<file path="src/rtl/index_alloc_arbiter.sv">
// index_alloc_arbiter: round-robin, credit-capped front end for a shared free-list index buffer.
// Latency: acquire handshake and index are combinational; the released entry is registered (1 cycle).
// Backpressure: out_ready low stalls releases via rel_ready; buf_full or spent credit stalls acquires. Optional macro: INDEX_ARB_PERF_EN.
module index_alloc_arbiter #(
    parameter int NUM_REQS        = 4,
    parameter int DATAW           = 32,
    parameter int SIZE            = 16,
    parameter int MAX_OUTSTANDING = 8,
    parameter int ADDRW           = (SIZE > 1) ? $clog2(SIZE) : 1,
    parameter int REQ_SELW        = (NUM_REQS > 1) ? $clog2(NUM_REQS) : 1
) (
    input  logic                               clk,
    input  logic                               reset,
    input  logic [NUM_REQS-1:0]                req_valid,
    input  logic [NUM_REQS-1:0][DATAW-1:0]     req_data,
    output logic [NUM_REQS-1:0]                req_ready,
    output logic [ADDRW-1:0]                   req_index,
    output logic                               buf_acquire_en,
    output logic [REQ_SELW+DATAW-1:0]          buf_write_data,
    input  logic [ADDRW-1:0]                   buf_write_addr,
    input  logic                               buf_full,
    input  logic                               buf_empty,
    input  logic                               rel_valid,
    input  logic [ADDRW-1:0]                   rel_addr,
    output logic                               rel_ready,
    output logic [ADDRW-1:0]                   buf_read_addr,
    input  logic [REQ_SELW+DATAW-1:0]          buf_read_data,
    output logic                               buf_release_en,
    output logic                               out_valid,
    output logic [DATAW-1:0]                   out_data,
    output logic [REQ_SELW-1:0]                out_owner,
    input  logic                               out_ready
`ifdef INDEX_ARB_PERF_EN
    ,
    output logic [31:0]                        perf_stall_full,
    output logic [31:0]                        perf_stall_credit
`endif
);

    localparam int CW = $clog2(MAX_OUTSTANDING + 1);

    typedef struct packed {
        logic [REQ_SELW-1:0] owner;
        logic [DATAW-1:0]    payload;
    } entry_t;

    logic [REQ_SELW-1:0] rr_ptr;
    logic [CW-1:0]       credit [NUM_REQS];
    logic [NUM_REQS-1:0] credit_ok;
    logic [NUM_REQS-1:0] eligible;
    logic [REQ_SELW-1:0] win;
    logic                win_found;
    logic                acq_fire;
    logic                rel_fire;
    int                  rr_idx;
    entry_t              wr_ent;
    entry_t              rd_ent;

    always_comb begin
        for (int i = 0; i < NUM_REQS; i++) begin
            credit_ok[i] = (credit[i] < CW'(MAX_OUTSTANDING));
            eligible[i]  = req_valid[i] && credit_ok[i];
        end
    end

    // Search upward from rr_ptr, wrapping, for the first eligible requester.
    always_comb begin
        win_found = 1'b0;
        win       = '0;
        rr_idx    = 0;
        for (int k = 0; k < NUM_REQS; k++) begin
            rr_idx = int'(rr_ptr) + k;
            if (rr_idx >= NUM_REQS) rr_idx = rr_idx - NUM_REQS;
            if (!win_found && eligible[rr_idx]) begin
                win_found = 1'b1;
                win       = REQ_SELW'(rr_idx);
            end
        end
    end

    assign acq_fire       = !reset && win_found && !buf_full;
    assign buf_acquire_en = acq_fire;
    assign req_index      = buf_write_addr;

    always_comb begin
        for (int i = 0; i < NUM_REQS; i++) begin
            req_ready[i] = acq_fire && (win == REQ_SELW'(i));
        end
    end

    assign wr_ent.owner   = win;
    assign wr_ent.payload = req_data[win];
    assign buf_write_data = wr_ent;

    assign rel_ready      = !reset && (!out_valid || out_ready);
    assign rel_fire       = rel_valid && rel_ready;
    assign buf_release_en = rel_fire;
    assign buf_read_addr  = rel_addr;
    assign rd_ent         = buf_read_data;

    always_ff @(posedge clk) begin
        if (reset) begin
            rr_ptr <= '0;
        end else if (acq_fire) begin
            rr_ptr <= (win == REQ_SELW'(NUM_REQS - 1)) ? '0 : win + REQ_SELW'(1);
        end
    end

    // Acquire and release hitting the same requester cancel out.
    always_ff @(posedge clk) begin
        for (int i = 0; i < NUM_REQS; i++) begin
            if (reset) begin
                credit[i] <= '0;
            end else begin
                if (acq_fire && (win == REQ_SELW'(i)) &&
                    !(rel_fire && (rd_ent.owner == REQ_SELW'(i)))) begin
                    credit[i] <= credit[i] + CW'(1);
                end else if (rel_fire && (rd_ent.owner == REQ_SELW'(i)) &&
                             !(acq_fire && (win == REQ_SELW'(i))) &&
                             (credit[i] != '0)) begin
                    credit[i] <= credit[i] - CW'(1);
                end
            end
        end
    end

    always_ff @(posedge clk) begin
        if (reset) begin
            out_valid <= 1'b0;
            out_data  <= '0;
            out_owner <= '0;
        end else if (rel_fire) begin
            out_valid <= 1'b1;
            out_data  <= rd_ent.payload;
            out_owner <= rd_ent.owner;
        end else if (out_ready) begin
            out_valid <= 1'b0;
        end
    end

`ifdef INDEX_ARB_PERF_EN
    logic stall_full;
    logic stall_credit;

    assign stall_full   = (|eligible) && buf_full;
    assign stall_credit = |(req_valid & ~credit_ok);

    always_ff @(posedge clk) begin
        if (reset) begin
            perf_stall_full   <= '0;
            perf_stall_credit <= '0;
        end else begin
            if (stall_full && (perf_stall_full != '1)) begin
                perf_stall_full <= perf_stall_full + 32'd1;
            end
            if (stall_credit && (perf_stall_credit != '1)) begin
                perf_stall_credit <= perf_stall_credit + 32'd1;
            end
        end
    end
`endif

    // A release must name an allocated entry: its owner holds credit and the buffer is not empty.
    a_rel_owner_has_credit: assert property (@(posedge clk) disable iff (reset)
        rel_fire |-> (credit[rd_ent.owner] != '0));
    a_rel_not_empty: assert property (@(posedge clk) disable iff (reset)
        rel_fire |-> !buf_empty);

endmodule
</file>
<file path="config.mk">
export PLATFORM = sky130hd
export DESIGN_NAME = index_alloc_arbiter
export DESIGN_NICKNAME = d
export VERILOG_FILES = /design/src/rtl/index_alloc_arbiter.sv
export SDC_FILE = /design/constraint.sdc
export NUM_CORES = 1
export LEC_CHECK = 0
export CAP_MARGIN = 25
export CORE_MARGIN = 2
export CORE_UTILIZATION = 35
export DETAILED_ROUTE_END_ITERATION = 6
export GPL_TIMING_DRIVEN = 0
export PLACE_DENSITY = 0.89
export SYNTH_ARGS = -nofsm -noshare
export SYNTH_HDL_FRONTEND = slang
export SYNTH_SLANG_ARGS = --single-unit
</file>
<file path="constraint.sdc">
create_clock -name clk -period 4.8 [get_ports clk]
set_clock_uncertainty 0.05 [all_clocks]
set_input_delay 1.2 -clock clk [delete_from_list [all_inputs] [get_ports clk]]
set_output_delay 1.2 -clock clk [all_outputs]
set_load 0.01 [all_outputs]
</file>
# Word level (Yosys, flattened, before mapping)
# Memories as Yosys holds them, arrays and structs flattened.
# Index checks and enable logic that the tools add are counted.
dict set report totals {
  ramBits 16
  inputBits 180
  elab_cells 168
  ff_bits 37
  out_inout_bits 84
  n_memories 1
}
dict set report classes {
  order_cmp 13
  n_bitwise 8
  addsub 16
  eq_ne 6
  n_reduce_logical 53
  muxes 67
}
# memory words width read_ports rd_clocked_by_memory_dff wr line
set mem_list {}
lappend mem_list {credit 4 4 4 0 4 48} ;# logic [CW-1:0] credit [NUM_REQS];
# cell n
set op_table {}
lappend op_table {{2-to-1 mux 32 bit} 5}
lappend op_table {{less-than comparator 32 x 4 -> 1 bit, second input constant} 4}
lappend op_table {{binary-select mux 32 bit (select 2 bit)} 1}
lappend op_table {{2-to-1 mux 1 bit} 44}
lappend op_table {{2-to-1 mux 4 bit} 8}
lappend op_table {{logical AND 1 bit} 31}
lappend op_table {{adder 4 x 1 -> 4 bit, second input constant} 4}
lappend op_table {{less-than comparator 4 bit, second input constant} 4}
lappend op_table {{nonzero test 4 bit} 4}
lappend op_table {{subtractor 4 x 1 -> 4 bit, second input constant} 4}
lappend op_table {{zero test 1 bit} 14}
lappend op_table {{subtractor 3 x 3 -> 4 bit, second input constant} 3}
lappend op_table {{2-to-1 mux 2 bit} 5}
lappend op_table {{>= comparator 3 bit, second input constant} 3}
lappend op_table {{binary-select mux 1 bit (select 2 bit)} 4}
lappend op_table {{== test 2 bit, second input constant} 4}
lappend op_table {{OR 1 bit} 8}
lappend op_table {{adder 2 x 2 -> 3 bit, second input constant} 2}
lappend op_table {{== test 2 x 1 -> 1 bit, second input constant} 2}
lappend op_table {{zero test 2 bit} 2}
lappend op_table {{subtractor 2 x 3 -> 4 bit, second input constant} 1}
lappend op_table {{adder 2 x 1 -> 3 bit, second input constant} 1}
lappend op_table {{>= comparator 2 x 3 -> 1 bit, second input constant} 1}
lappend op_table {{less-than comparator 2 x 3 -> 1 bit, second input constant} 1}
lappend op_table {{other kinds (3)} 3}

# Depth between registers and ports, before layout
# Gate-level depths: netlist of run 1.
dict set report depth {
  depth_word 26
  mapped_depth 16
  ltp_nobuf 14
}

# Worst setup path after synthesis of run 1
# Ideal clock, no wire load.
dict set report synth_timing {
  path_type {in2reg}
  startpoint {in req_valid[1]}
  endpoint {mem credit[1][3] (netlist name), data pin}
  path_slack_ns 0.648
  t_arrival_ns 3.841
  required_time_ns 4.489
  setup_ns 0.261
  cell_stages 15
  path_buffers 2
  cell_sequence {nor2b_1 > nor2_1 > o32ai_4 > buf_6 > buf_6 > inv_1 > ha_1 > and2_4 > or3_4 > inv_2 > ha_1 > a21o_1 > a21oi_1 > xnor2_1 > o21ai_0}
}
# item line
set synth_lines {}
lappend synth_lines {{start: declaration} 14} ;# input logic [NUM_REQS-1:0] req_valid,
lappend synth_lines {{end: declaration} 48}

# Worst setup path after layout of run 1
dict set report layout_timing {
  startpoint {in req_valid[1]}
  endpoint {out buf_write_data[21]}
}
dict set report layout_via {
  elab_chain_cells 16
  word_cells_on_any_way 28
  classes_between {mux (21); reduce/logical (7)}
}
# item line
set layout_lines {}
lappend layout_lines {{logical AND 1 bit (*)} 62} ;# eligible[i] = req_valid[i] && credit_ok[i];
lappend layout_lines {{binary-select mux 1 bit (select 2 bit)} 74} ;# if (!win_found && eligible[rr_idx]) begin
lappend layout_lines {{2-to-1 mux 1 bit (not written as such) (2 in a row)} 74}
lappend layout_lines {{2-to-1 mux 1 bit} 74}
lappend layout_lines {{zero test 1 bit} 74}
lappend layout_lines {{logical AND 1 bit} 74}
lappend layout_lines {{2-to-1 mux 1 bit} 74}
lappend layout_lines {{zero test 1 bit} 74}
lappend layout_lines {{logical AND 1 bit} 74}
lappend layout_lines {{2-to-1 mux 1 bit} 74}
lappend layout_lines {{zero test 1 bit} 74}
lappend layout_lines {{logical AND 1 bit} 74}
lappend layout_lines {{2-to-1 mux 2 bit (*)} 74}
lappend layout_lines {{binary-select mux 32 bit (select 2 bit) (*)} 92} ;# assign wr_ent.payload = req_data[win];
lappend layout_lines {{2-to-1 mux 32 bit (not written as such) (*)} 92}
lappend layout_lines {{end: declaration} 19} ;# output logic [REQ_SELW+DATAW-1:0] buf_write_data,
# Mark *: on every way between the ends. The rest lies on a longest branch, timed or not. The select of a mux whose other input is x is not followed.

==> results of run 1 <==
sequential cells by signal, summed over array words and instances, names as in the netlist:
register and flops:
credit 16, out_data 32, out_owner 2, out_valid 1
rr_ptr 2
synthesized netlist by cell type, types with 6 or more instances:
cell type	n	share of area (%)
sky130_fd_sc_hd__a21oi_1	7	0.90
sky130_fd_sc_hd__buf_2	8	1.0
sky130_fd_sc_hd__buf_4	10	1.9
sky130_fd_sc_hd__buf_6	6	1.7
sky130_fd_sc_hd__clkbuf_1	9	0.87
sky130_fd_sc_hd__dfxtp_1	37	19
sky130_fd_sc_hd__edfxtp_1	16	12
sky130_fd_sc_hd__ha_1	12	3.9
sky130_fd_sc_hd__inv_1	15	1.5
sky130_fd_sc_hd__mux2i_1	96	25
sky130_fd_sc_hd__nand2_1	72	7.0
sky130_fd_sc_hd__nand2b_1	15	2.4
sky130_fd_sc_hd__nand3b_1	32	6.2
sky130_fd_sc_hd__nor2_1	16	1.5
worst max-delay path: cells and delay by family:
family	cells	cell delay, ns
simple gates	2	0.30
buf+inv	3	1.30
compound gates	1	0.32
mux	2	0.40
routing by layer:
| layer | global-route usage, % | wire length [um] |
|---|---|---|
| met1 | 27.8 | 5860 |
| met2 | 39.5 | 7620 |
| met3 | 4.56 | 938 |
| met4 | 5.06 | 231 |
| met5 | 0 | 12 |
through the flow:
| step | setup WS (ns) | cells | area (um2) | hold WS [ns] | TNS, ns |
|---|---|---|---|---|---|
| 6_report | 0.0389 | 831 | 6870 | 0.419 | 0 |
| 4_1_cts | -0.0742 | 825 | 6750 | 0.419 | -0.213 |
| 5_1_grt | -0.0751 | 830 | 6860 | 0.437 | -0.161 |
| 3_3_place_gp | -0.264 | 813 | 6590 | 0.394 | -2.35 |
| 3_5_place_dp | -0.334 | 813 | 6590 | 0.403 | -5.94 |
| 2_1_floorplan | 0.648 | 420 | 3880 | 0.431 | 0 |
power breakdown:
group,internal (mW),switching [mW]
combinational,0.460,0.331
clock,0.110,0.164
sequential,0.501,0.0328
total,1.07,0.528
final cells by class:
type                    count  area [um2]
diodes                      1        2.50
flip-flops and latches     53        1220
clock inverters             3        28.8
inverters                  17        63.8
clock buffers               5        68.8
plain buffers              34         251
repair buffers            262        2640
well taps                 140         175
fillers                   871        3970
multi-input cells         316        2410
timing repair:
action | 4_1_cts | 5_1_grt
endpoints found under the setup margin | 37 | 24
gates resized for setup | 21 | 28
gates cloned | 0 | 0
pin swaps | 1 | 0
buffers inserted | 4 | 5
final timing paths:
| path | slack (ns) | from | end |
|---|---|---|---|
| min reg2reg | 0.42 | out_owner[0] | out_owner[0] |
| max | 0.04 | req_valid[1] | buf_write_data[21] |
| max reg2reg | 1.25 | credit[0][7] | credit[1][3] |
| min | 0.42 | out_owner[0] | out_owner[0] |
logic make-up (layout without fill, tap and decap cells):
kind of cell	after synthesis	after routing
AOI/OAI and AO/OA	35	35
xor gates and xnor gates	2	2
adders and majority gates	13	13
buffers and inverters	51	321
DFF	53	53
muxes	98	98
other	0	1
and+or+nand+nor	168	168
==> out/summary.json, run 1 <==
{
  "setup_viol_count_final": {"value": 0},
  "finalWeightedCongestion": {"value": 0.805},
  "final_layout_size_suffix_gt1_share": {"value": 8.84, "unit": "%"},
  "grt_first_pass_wirelength": {"value": 20.7, "unit": "mm"},
  "multiplexer_area_fraction_after_synthesis": {"value": 25.3, "unit": "%"},
  "cts_buffers": {"value": 5},
  "cp_data_required_time": {"value": 3.55, "unit": "ns"},
  "fin_crit": {"value": 4.76, "unit": "ns"},
  "place.port_buffers": {"value": 253},
  "grt_util_all_layers": {"value": 22.3, "unit": "%"},
  "synth_simple_gate_area_share": {"value": 22.7, "unit": "%"},
  "timing.reg2reg.worst_path_depth": {"value": 17},
  "synthesis.area_per_instance": {"value": 9.24, "unit": "um2"},
  "cell_with_the_biggest_individual_delay_on_the_critical_path": {"value": "sky130_fd_sc_hd__clkdlybuf4s50_1"},
  "layout.core_utilization": {"value": 63.3, "unit": "%"},
  "crit_path_max_incr_delay": {"value": 0.51, "unit": "ns"},
  "max_slew_margin": {"value": 68.2, "unit": "%"},
  "pleak": {"value": 3.07, "unit": "nW"},
  "routed_via_density": {"value": 4.94},
  "synth_adder_area_share": {"value": 4.39, "unit": "%"},
  "clock_path_buffers": {"value": 2},
  "syn_inst": {"value": 420},
  "drt-pass1-iter-count": {"value": 4},
  "tightest_slew": {"value": 0.477, "unit": "ns"},
  "timing.final.max_slew_violations": {"value": 0},
  "synth_compound_area_share": {"value": 8.29, "unit": "%"},
  "detailroute.via_count": {"value": 4105},
  "outcome": {"value": "completed"},
  "cts_num_sinks": {"value": 53},
  "ys_async_sr_fraction": {"value": 0, "unit": "%"},
  "gr-total-overflow": {"value": 0},
  "critical_path_peak_fanout": {"value": 10},
  "clk_transition_reported_paths": {"value": 0.12, "unit": "ns"},
  "detailedRoute.firstIterationViolations": {"value": 302},
  "final_cell_mix": {"value": "sky130_fd_sc_hd__clkdlybuf4s50_1, sky130_fd_sc_hd__mux2i_1, sky130_fd_sc_hd__nand2_1, sky130_fd_sc_hd__dfxtp_1, sky130_fd_sc_hd__nand3b_1"},
  "first_global_vias": {"value": 4122},
  "cell_count_of_the_worst_hold_path": {"value": 2},
  "h-tree-depth": {"value": 2},
  "placement_rows": {"value": 38},
  "postRouteAntennaNets": {"value": 0},
  "area_growth": {"value": 77.0, "unit": "%"},
  "setup.worst_path.start_class": {"value": "input port"},
  "cts-root-buf": {"value": "sky130_fd_sc_hd__clkbuf_8"},
  "synthDistinctLibCells": {"value": 51},
  "die_x": {"value": 109, "unit": "um"},
  "net_count_of_the_mapped_netlist": {"value": 613},
  "critical_path.endpoint_type": {"value": "primary output"},
  "criticalPathCategory": {"value": "input port to primary output"},
  "ys_dominant_reg_cell": {"value": "sky130_fd_sc_hd__dfxtp_1"},
  "holdCritPathClass": {"value": "register to register"},
  "route.detailed.wl_per_inst": {"value": 17.6, "unit": "um"},
  "timing.fmax": {"value": 210, "unit": "MHz"},
  "tritoncts": {"value": "done"},
  "setup_repair_after_global_routing_missed_its_margin": {"value": "true"},
  "total_power": {"value": 1.60, "unit": "mW"},
  "worstSkewPairLatency": {"value": 0.31, "unit": "ns"},
  "fp.dieArea": {"value": 11900, "unit": "um2"},
  "synth.yosys.seq_area_share": {"value": 31.5, "unit": "%"},
  "final.period_utilization": {"value": 99.2, "unit": "%"},
  "synthesis.area": {"value": 3880, "unit": "um2"},
  "floorplan.die.height": {"value": 109, "unit": "um"},
  "timing.final.hold_violations": {"value": 0},
  "dominant_combinational_cell_family_by_area_after_synthesis": {"value": "multiplexers"},
  "wirelength": {"value": 14.7, "unit": "mm"},
  "most_frequent_standard_cell_in_the_layout_excluding_fill_and_tap_cells": {"value": "sky130_fd_sc_hd__clkdlybuf4s50_1"},
  "drcViolationCount": {"value": 0},
  "crit_chain": {"value": "clkdlybuf4s50_1 > nor2b_4 > nor2_1 > o32ai_4 > buf_4 > mux2i_1 > mux2i_1 > clkdlybuf4s50_1"},
  "final_nets": {"value": 882},
  "initial_core_util": {"value": 35.8, "unit": "%"},
  "placeable_core_region": {"value": 10800, "unit": "um2"},
  "p_per_area": {"value": 233, "unit": "nW/um2"},
  "vdd.ir_drop.worst": {"value": 152, "unit": "uV"},
  "io-pin-count": {"value": 264},
  "grt_start_max_net_pins": {"value": 20},
  "synthXorXnorAreaFrac": {"value": 0.451, "unit": "%"},
  "cp.arrival": {"value": 3.51, "unit": "ns"},
  "synth-edff-count": {"value": 16},
  "detailed_place_hpwl": {"value": 11.8, "unit": "mm"},
  "total_of_max_cap_violations": {"value": 0},
  "grt_antenna_before_repair": {"value": 1},
  "synth.ff_latch_count": {"value": 53},
  "post_cts_hold_buffer_count": {"value": 0},
  "synth.yosys.warnings": {"value": 0}
}
No activity file was read; power rests on OpenSTA's default activity.
==> run 2, diff against run 1 <==
Settings changed: CAP_MARGIN 25 to not set, CORE_ASPECT_RATIO set to 0.75.
==> run 2 against run 1 <==
Sequential share of layout area hardly changed. Via count increased by 3.5%. Register-to-register slack better by 0.03 ns. First-iteration DRC count shrank 47%. Sequential power is essentially flat. Combinational power down 1%. Clock power is 34% higher. Clock-buffer cell count is 1 higher. Worst hold slack worse by 0.011 ns. Global-route usage up 2.4 points. Flip-flop and latch count unchanged. Critical path type unchanged. Largest power group unchanged. Highest routed layer is now met4.
==> out/summary.json, run 2 (synthesized netlist as in run 1, its figures left out) <==
{
  "area_growth": {"value": 76.9, "unit": "%", "change": "about the same"},
  "layout.core_utilization": {"value": 63.2, "unit": "%", "change": "-0.12 points"},
  "cts-root-buf": {"value": "sky130_fd_sc_hd__clkbuf_16"},
  "critical_path_peak_fanout": {"value": 10, "change": "unchanged"},
  "outcome": {"value": "completed"},
  "sequential_cell_fraction_of_total_power": {"value": 31.7, "unit": "%", "change": "-1.7 points"},
  "postRouteAntennaNets": {"value": 0, "change": "unchanged"},
  "tightest_slew": {"value": 0.570, "unit": "ns", "change": "+0.0926 ns"},
  "io-pin-count": {"value": 264, "change": "unchanged"},
  "setup.worst_path.start_class": {"value": "input port"},
  "finalWeightedCongestion": {"value": 0.844, "change": "+4.8%"},
  "initial_core_util": {"value": 35.7, "unit": "%", "change": "-0.062 points"},
  "detailed_place_hpwl": {"value": 13.0, "unit": "mm", "change": "+10%"},
  "timing.final.hold_violations": {"value": 0, "change": "unchanged"},
  "total_power": {"value": 1.68, "unit": "mW", "change": "+5.3%"},
  "post_layout_nonfiller_instances": {"value": 830, "change": "-0.12%"},
  "setup_repair_after_global_routing_missed_its_margin": {"value": "false"},
  "place.port_buffers": {"value": 253, "change": "unchanged"},
  "p_int": {"value": 1.14, "unit": "mW", "change": "+6.5%"},
  "drcViolationCount": {"value": 0, "change": "unchanged"},
  "power.clock.fraction": {"value": 21.7, "unit": "%", "change": "+4.6 points"},
  "place.detailed.instances": {"value": 813, "change": "unchanged"},
  "detailedRoute.firstIterationViolations": {"value": 160, "change": "-47%"},
  "max_slew_margin": {"value": 62.0, "unit": "%", "change": "-6.2 points"},
  "grt_util_all_layers": {"value": 24.6, "unit": "%", "change": "+2.4 points"},
  "floorplan.die.height": {"value": 95.2, "unit": "um", "change": "-13%"},
  "clk_transition_reported_paths": {"value": 0.07, "unit": "ns", "change": "-0.05 ns"},
  "p_sw_share": {"value": 32.3, "unit": "%", "change": "-0.74 points"},
  "critical_path.endpoint_type": {"value": "primary output"},
  "whs": {"value": 0.408, "unit": "ns", "change": "-0.0107 ns"},
  "final_layout_size_suffix_gt1_share": {"value": 8.32, "unit": "%", "change": "-0.52 points"},
  "grt_first_pass_wirelength": {"value": 23.2, "unit": "mm", "change": "+12%"},
  "power.combinational.fraction": {"value": 46.5, "unit": "%", "change": "-3.0 points"},
  "largest_register_ffs": {"value": 32, "change": "unchanged"},
  "setup_total_negative_slack": {"value": 0, "unit": "ns", "change": "unchanged"},
  "biggestRegsByFlops": {"value": "out_data x32, credit x16"},
  "setup_viol_count_final": {"value": 0, "change": "unchanged"},
  "vdd.ir_drop.worst": {"value": 168, "unit": "uV", "change": "+11%"},
  "final_nets": {"value": 877, "change": "-0.57%"},
  "drt-pass1-iter-count": {"value": 4, "change": "unchanged"},
  "top_register": {"value": "out_data"},
  "fp.dieArea": {"value": 12000, "unit": "um2", "change": "about the same"},
  "criticalPathCategory": {"value": "input port to primary output"},
  "grt_start_max_net_pins": {"value": 17, "change": "-15%"},
  "cts_num_sinks": {"value": 53, "change": "unchanged"},
  "p_per_area": {"value": 245, "unit": "nW/um2", "change": "+5.3%"},
  "final.period_utilization": {"value": 97.8, "unit": "%", "change": "-1.4 points"},
  "timing.reg2reg.worst_path_depth": {"value": 16, "change": "-1"},
  "routed_via_density": {"value": 5.12, "change": "+3.7%"},
  "cts_buffers": {"value": 5, "change": "unchanged"},
  "placement_rows": {"value": 33, "change": "-13%"},
  "route.detailed.wl_per_inst": {"value": 19.2, "unit": "um", "change": "+8.6%"},
  "grt_antenna_before_repair": {"value": 5, "change": "+4"},
  "fin_crit": {"value": 4.69, "unit": "ns", "change": "-0.0684 ns"},
  "most_frequent_standard_cell_in_the_layout_excluding_fill_and_tap_cells": {"value": "sky130_fd_sc_hd__clkdlybuf4s50_1"},
  "worstSkewPairLatency": {"value": 0.29, "unit": "ns", "change": "-0.02 ns"},
  "cp.arrival": {"value": 3.44, "unit": "ns", "change": "-0.07 ns"},
  "holdCritPathClass": {"value": "register to register"},
  "pleak": {"value": 3.07, "unit": "nW", "change": "+0.26%"},
  "wirelength": {"value": 15.9, "unit": "mm", "change": "+8.5%"},
  "timing.final.max_slew_violations": {"value": 0, "change": "unchanged"},
  "detailroute.via_count": {"value": 4250, "change": "+3.5%"},
  "die_x": {"value": 126, "unit": "um", "change": "+15%"},
  "cell_count_of_the_worst_hold_path": {"value": 2, "change": "unchanged"},
  "first_global_vias": {"value": 4268, "change": "+3.5%"},
  "timing.fmax": {"value": 213, "unit": "MHz", "change": "+1.5%"},
  "total_of_max_cap_violations": {"value": 0, "change": "unchanged"},
  "placeable_core_region": {"value": 10900, "unit": "um2", "change": "+0.17%"},
  "gr-total-overflow": {"value": 0, "change": "unchanged"},
  "clock_path_buffers": {"value": 2, "change": "unchanged"},
  "cp_data_required_time": {"value": 3.55, "unit": "ns", "change": "about the same"},
  "post_cts_hold_buffer_count": {"value": 0, "change": "unchanged"},
  "final_cell_mix": {"value": "sky130_fd_sc_hd__clkdlybuf4s50_1, sky130_fd_sc_hd__mux2i_1, sky130_fd_sc_hd__nand2_1, sky130_fd_sc_hd__dfxtp_1, sky130_fd_sc_hd__nand3b_1"},
  "h-tree-depth": {"value": 2, "change": "unchanged"},
  "power.net_switching": {"value": 0.543, "unit": "mW", "change": "+2.9%"},
  "tritoncts": {"value": "done"}
}
## run 2: cell count changes in the layout (fill, tap and decap cells not counted), sizes merged
cell / previous run / this run
dlygate4sd2: 12 / 17
inv: 18 / 17
clkdlybuf4s50: 223 / 216
clkbuf: 15 / 17
diode: 1 / 5
dlymetal6s2s: 18 / 20
buf: 33 / 27
## run 2: worst max-delay path, stage by stage
cell,delay [ns]
sky130_fd_sc_hd__clkdlybuf4s50_1,0.50
sky130_fd_sc_hd__nor2b_4,0.20
sky130_fd_sc_hd__nor2_1,0.09
sky130_fd_sc_hd__o32ai_4,0.33
sky130_fd_sc_hd__buf_4,0.17
sky130_fd_sc_hd__buf_6,0.18
sky130_fd_sc_hd__mux2i_1,0.34
sky130_fd_sc_hd__mux2i_1,0.13
sky130_fd_sc_hd__dlygate4sd2_1,0.31
## run 2: per-layer routing
metal,vias up,track usage [%],wire [um]
met3,25,3.20,637
met1,2091,31.7,6720
met5,-,0,0
met2,126,43.3,8160
li1,2008,-,-
met4,0,7.96,387
## run 2: path summary, 6_finish.rpt
path / startpoint / slack [ns] / to
max reg2reg: credit[0][7] / 1.28 / credit[1][3]
max: req_valid[1] / 0.11 / buf_write_data[16]
min reg2reg: out_owner[0] / 0.41 / out_owner[0]
min: out_owner[0] / 0.41 / out_owner[0]
## run 2: power by group through the flow
stage	logic, mW	registers, mW	clock network, mW
3_5_place_dp	0.779	0.542	0
3_3_place_gp	0.759	0.538	0
6_report	0.783	0.534	0.366
5_1_grt	0.831	0.538	0.385
4_1_cts	0.782	0.533	0.367
2_1_floorplan	0.366	0.545	0
## run 2: timing repair
action / 4_1_cts / 5_1_grt
setup buffers: 5 / 1
pin swaps: 0 / 0
endpoints found under the setup margin: 35 / 20
hold endpoints to repair: 0 / 0
gates resized for setup: 26 / 28
## run 2: stage by stage
stage	setup WS [ns]	cell area, um2
3_3_place_gp	-0.292	6590
3_5_place_dp	-0.322	6590
5_1_grt	0.0197	6870
2_1_floorplan	0.648	3880
6_report	0.107	6870
4_1_cts	-0.0357	6770
## run 2: layout make-up
class / instances / area, um2
tap: 140 / 175
fill: 890 / 3990
timing repair buffer: 259 / 2610
clock inverter: 2 / 13.8
sequential: 53 / 1220
clock buffer: 6 / 129
antenna: 5 / 12.5
multi-input combinational: 316 / 2410
buffer: 32 / 230
inverter: 17 / 63.8
==> run 3, diff against run 2 <==
Settings changed: CORE_UTILIZATION 35 to 33, PLACE_DENSITY 0.89 to 0.88.
Clock period 4.8 ns to 4.2 ns, I/O delays scaled along.
==> run 3 against run 2 <==
Via count up 0.45%. Core utilization decreased by 1.4 points. Flip-flop and latch count unchanged. Die area increased by 5.8%. First-iteration DRC count increased by 19%. Cell count grew 4.1%. Power is 20% higher. Register-to-register slack worse by 0.59 ns. Critical path type unchanged. Setup slack better by 0.066 ns.
==> out/summary.json, run 3 (synthesized netlist as in run 1, its figures left out) <==
{
  "detailroute.via_count": {"value": 4269, "change": "+0.45%"},
  "gr-total-overflow": {"value": 0, "change": "unchanged"},
  "power.combinational.fraction": {"value": 49.2, "unit": "%", "change": "+2.7 points"},
  "floorplan.die.height": {"value": 97.9, "unit": "um", "change": "+2.9%"},
  "dpl_cell_area": {"value": 6620, "unit": "um2", "change": "+0.42%"},
  "cp_data_required_time": {"value": 3.10, "unit": "ns", "change": "-0.45 ns"},
  "p_per_area": {"value": 283, "unit": "nW/um2", "change": "+15%"},
  "cts-root-buf": {"value": "sky130_fd_sc_hd__clkbuf_16"},
  "final_cell_mix": {"value": "sky130_fd_sc_hd__clkdlybuf4s50_1, sky130_fd_sc_hd__mux2i_1, sky130_fd_sc_hd__nand2_1, sky130_fd_sc_hd__dfxtp_1, sky130_fd_sc_hd__nand3b_1"},
  "clk_transition_reported_paths": {"value": 0.07, "unit": "ns", "change": "about the same"},
  "cts_buffers": {"value": 5, "change": "unchanged"},
  "tightest_slew": {"value": 0.525, "unit": "ns", "change": "-0.0442 ns"},
  "place.detailed.instances": {"value": 835, "change": "+2.7%"},
  "p_int": {"value": 1.36, "unit": "mW", "change": "+20%"},
  "io-pin-count": {"value": 264, "change": "unchanged"},
  "finalInstanceArea": {"value": 7130, "unit": "um2", "change": "+3.9%"},
  "post_cts_hold_buffer_count": {"value": 0, "change": "unchanged"},
  "placement_rows": {"value": 34, "change": "+3.0%"},
  "critical_path.most_common_cell": {"value": "sky130_fd_sc_hd__clkdlybuf4s50_1"},
  "holdCritPathClass": {"value": "register to register"},
  "crit_chain": {"value": "clkdlybuf4s50_1 > nand2b_1 > nand2_1 > clkinvlp_4 > clkdlybuf4s50_1"},
  "route.detailed.wl_per_inst": {"value": 18.4, "unit": "um", "change": "-4.2%"},
  "post_layout_nonfiller_instances": {"value": 864, "change": "+4.1%"},
  "met1_usage": {"value": 30.4, "unit": "%", "change": "-1.3 points"},
  "vdd.ir_drop.worst": {"value": 248, "unit": "uV", "change": "+48%"},
  "die_x": {"value": 129, "unit": "um", "change": "+2.9%"},
  "max_slew_margin": {"value": 65.0, "unit": "%", "change": "+2.9 points"},
  "timing.final.hold_violations": {"value": 0, "change": "unchanged"},
  "first_global_vias": {"value": 4264, "change": "-0.094%"},
  "postRouteAntennaNets": {"value": 0, "change": "unchanged"},
  "power.net_switching": {"value": 0.653, "unit": "mW", "change": "+20%"},
  "grt_first_pass_wirelength": {"value": 23.4, "unit": "mm", "change": "+0.98%"},
  "setup_repair_after_global_routing_missed_its_margin": {"value": "false"},
  "fin_crit": {"value": 4.03, "unit": "ns"},
  "fp.dieArea": {"value": 12600, "unit": "um2", "change": "+5.8%"},
  "total_power": {"value": 2.02, "unit": "mW", "change": "+20%"},
  "area_growth": {"value": 83.8, "unit": "%"},
  "final_nets": {"value": 890, "change": "+1.5%"},
  "timing.final.max_slew_violations": {"value": 0, "change": "unchanged"},
  "p_sw_share": {"value": 32.4, "unit": "%", "change": "+0.085 points"},
  "wirelength": {"value": 15.9, "unit": "mm", "change": "-0.30%"},
  "placeable_core_region": {"value": 11500, "unit": "um2", "change": "+6.2%"},
  "final_layout_size_suffix_gt1_share": {"value": 15.9, "unit": "%", "change": "+7.6 points"},
  "timing.fmax": {"value": 248, "unit": "MHz"},
  "setup.worst_path.start_class": {"value": "input port"},
  "top_register": {"value": "out_data"},
  "finalWeightedCongestion": {"value": 0.933, "change": "+11%"},
  "sequential_cell_fraction_of_total_power": {"value": 30.3, "unit": "%", "change": "-1.4 points"},
  "setup_viol_count_final": {"value": 0, "change": "unchanged"},
  "detailed_place_hpwl": {"value": 12.7, "unit": "mm", "change": "-2.3%"},
  "criticalPathCategory": {"value": "input port to primary output"},
  "place.port_buffers": {"value": 253, "change": "unchanged"},
  "gr-max-usage-layer": {"value": "met2"},
  "cp.arrival": {"value": 2.93, "unit": "ns", "change": "-0.51 ns"},
  "initial_core_util": {"value": 33.7, "unit": "%", "change": "-2.1 points"},
  "drt-pass1-iter-count": {"value": 4, "change": "unchanged"},
  "crit_path_max_incr_delay": {"value": 0.58, "unit": "ns", "change": "+0.08 ns"},
  "largest_register_ffs": {"value": 32, "change": "unchanged"},
  "critical_path.endpoint_type": {"value": "primary output"},
  "outcome": {"value": "completed"},
  "grt_antenna_before_repair": {"value": 4, "change": "-1"},
  "power.clock.fraction": {"value": 20.5, "unit": "%", "change": "-1.2 points"},
  "drcViolationCount": {"value": 0, "change": "unchanged"},
  "filler_cell_count": {"value": 950, "change": "+6.7%"},
  "cell_with_the_biggest_individual_delay_on_the_critical_path": {"value": "sky130_fd_sc_hd__clkdlybuf4s50_1"},
  "routed_via_density": {"value": 4.94, "change": "-3.5%"},
  "clock_path_buffers": {"value": 2, "change": "unchanged"},
  "setup_total_negative_slack": {"value": 0, "unit": "ns", "change": "unchanged"},
  "biggestRegsByFlops": {"value": "out_data x32, credit x16"},
  "most_frequent_standard_cell_in_the_layout_excluding_fill_and_tap_cells": {"value": "sky130_fd_sc_hd__clkdlybuf4s50_1"},
  "tritoncts": {"value": "done"},
  "grt_util_all_layers": {"value": 24.1, "unit": "%", "change": "-0.55 points"},
  "h-tree-depth": {"value": 2, "change": "unchanged"},
  "detailedRoute.firstIterationViolations": {"value": 191, "change": "+19%"},
  "total_of_max_cap_violations": {"value": 0, "change": "unchanged"},
  "grt_start_max_net_pins": {"value": 18, "change": "+1"},
  "final.period_utilization": {"value": 95.9, "unit": "%"},
  "met2_demand_to_capacity_share_in_global_routing": {"value": 41.5, "unit": "%", "change": "-1.8 points"},
  "pleak": {"value": 3.05, "unit": "nW", "change": "-0.83%"},
  "cts_num_sinks": {"value": 53, "change": "unchanged"},
  "critical_path_peak_fanout": {"value": 17, "change": "+7"},
  "worstSkewPairLatency": {"value": 0.30, "unit": "ns", "change": "about the same"},
  "grt_util_met3": {"value": 4.49, "unit": "%", "change": "+1.3 points"}
}
[run 3: through the flow]
step                      util (%)  hold WS, ns  setup WS (ns)
after floorplan                  -        0.431          0.198
after global placement        57.4        0.393         -0.628
after detailed placement      57.4        0.404         -0.695
after CTS                     60.6        0.414        -0.0881
after global routing          61.9        0.444         0.0386
final                         61.9        0.414          0.174
[run 3: final timing paths]
path | start | end | slack (ns) | depth (start not counted)
worst max-delay path | out_ready | buf_release_en | 0.17 | 5
worst min-delay path | out_owner[1] | out_owner[1] | 0.41 | 2
worst max register to register | credit[0][7] | credit[1][3] | 0.69 | 16
worst min register to register | out_owner[1] | out_owner[1] | 0.41 | 2
[run 3: power by group through the flow]
stage | Sequential (mW) | Clock, mW | Combinational (mW)
3_5_place_dp | 0.618 | 0 | 0.894
3_3_place_gp | 0.614 | 0 | 0.873
2_1_floorplan | 0.622 | 0 | 0.418
5_1_grt | 0.614 | 0.441 | 1.05
4_1_cts | 0.608 | 0.415 | 0.950
6_report | 0.611 | 0.413 | 0.993
[run 3: timing repair]
| action | in CTS | in global routing |
|---|---|---|
| endpoints found under the hold margin | 0 | 0 |
| pin swaps | 2 | 4 |
| setup buffers | 10 | 6 |
| resized for setup | 152 | 27 |
| setup endpoints to repair | 41 | 37 |
| cloned | 1 | 1 |
[run 3: routing by layer]
layer  part of all wire (%)  vias up
met2                     52      118
met3                    4.2       24
met4                    2.1        0
met1                     42     2092
met5                      0        -
li1                       -     2035
[run 3: critical path, delay by kind of cell]
family | cells | cell delay [ns]
simple gates | 2 | 0.49
buf+inv | 3 | 1.38
[run 3: area by class of cell]
type | instances | area [um2] | area share (%)
plain buffers | 33 | 294 | 4.12
diodes | 4 | 10.0 | 0.140
clock buffers | 6 | 129 | 1.81
well taps | 162 | 203 | 2.84
inverters | 17 | 70.1 | 0.982
flip-flops and latches | 53 | 1220 | 17.1
multi-input cells | 316 | 2550 | 35.7
repair buffers | 271 | 2650 | 37.1
clock inverters | 2 | 12.5 | 0.175
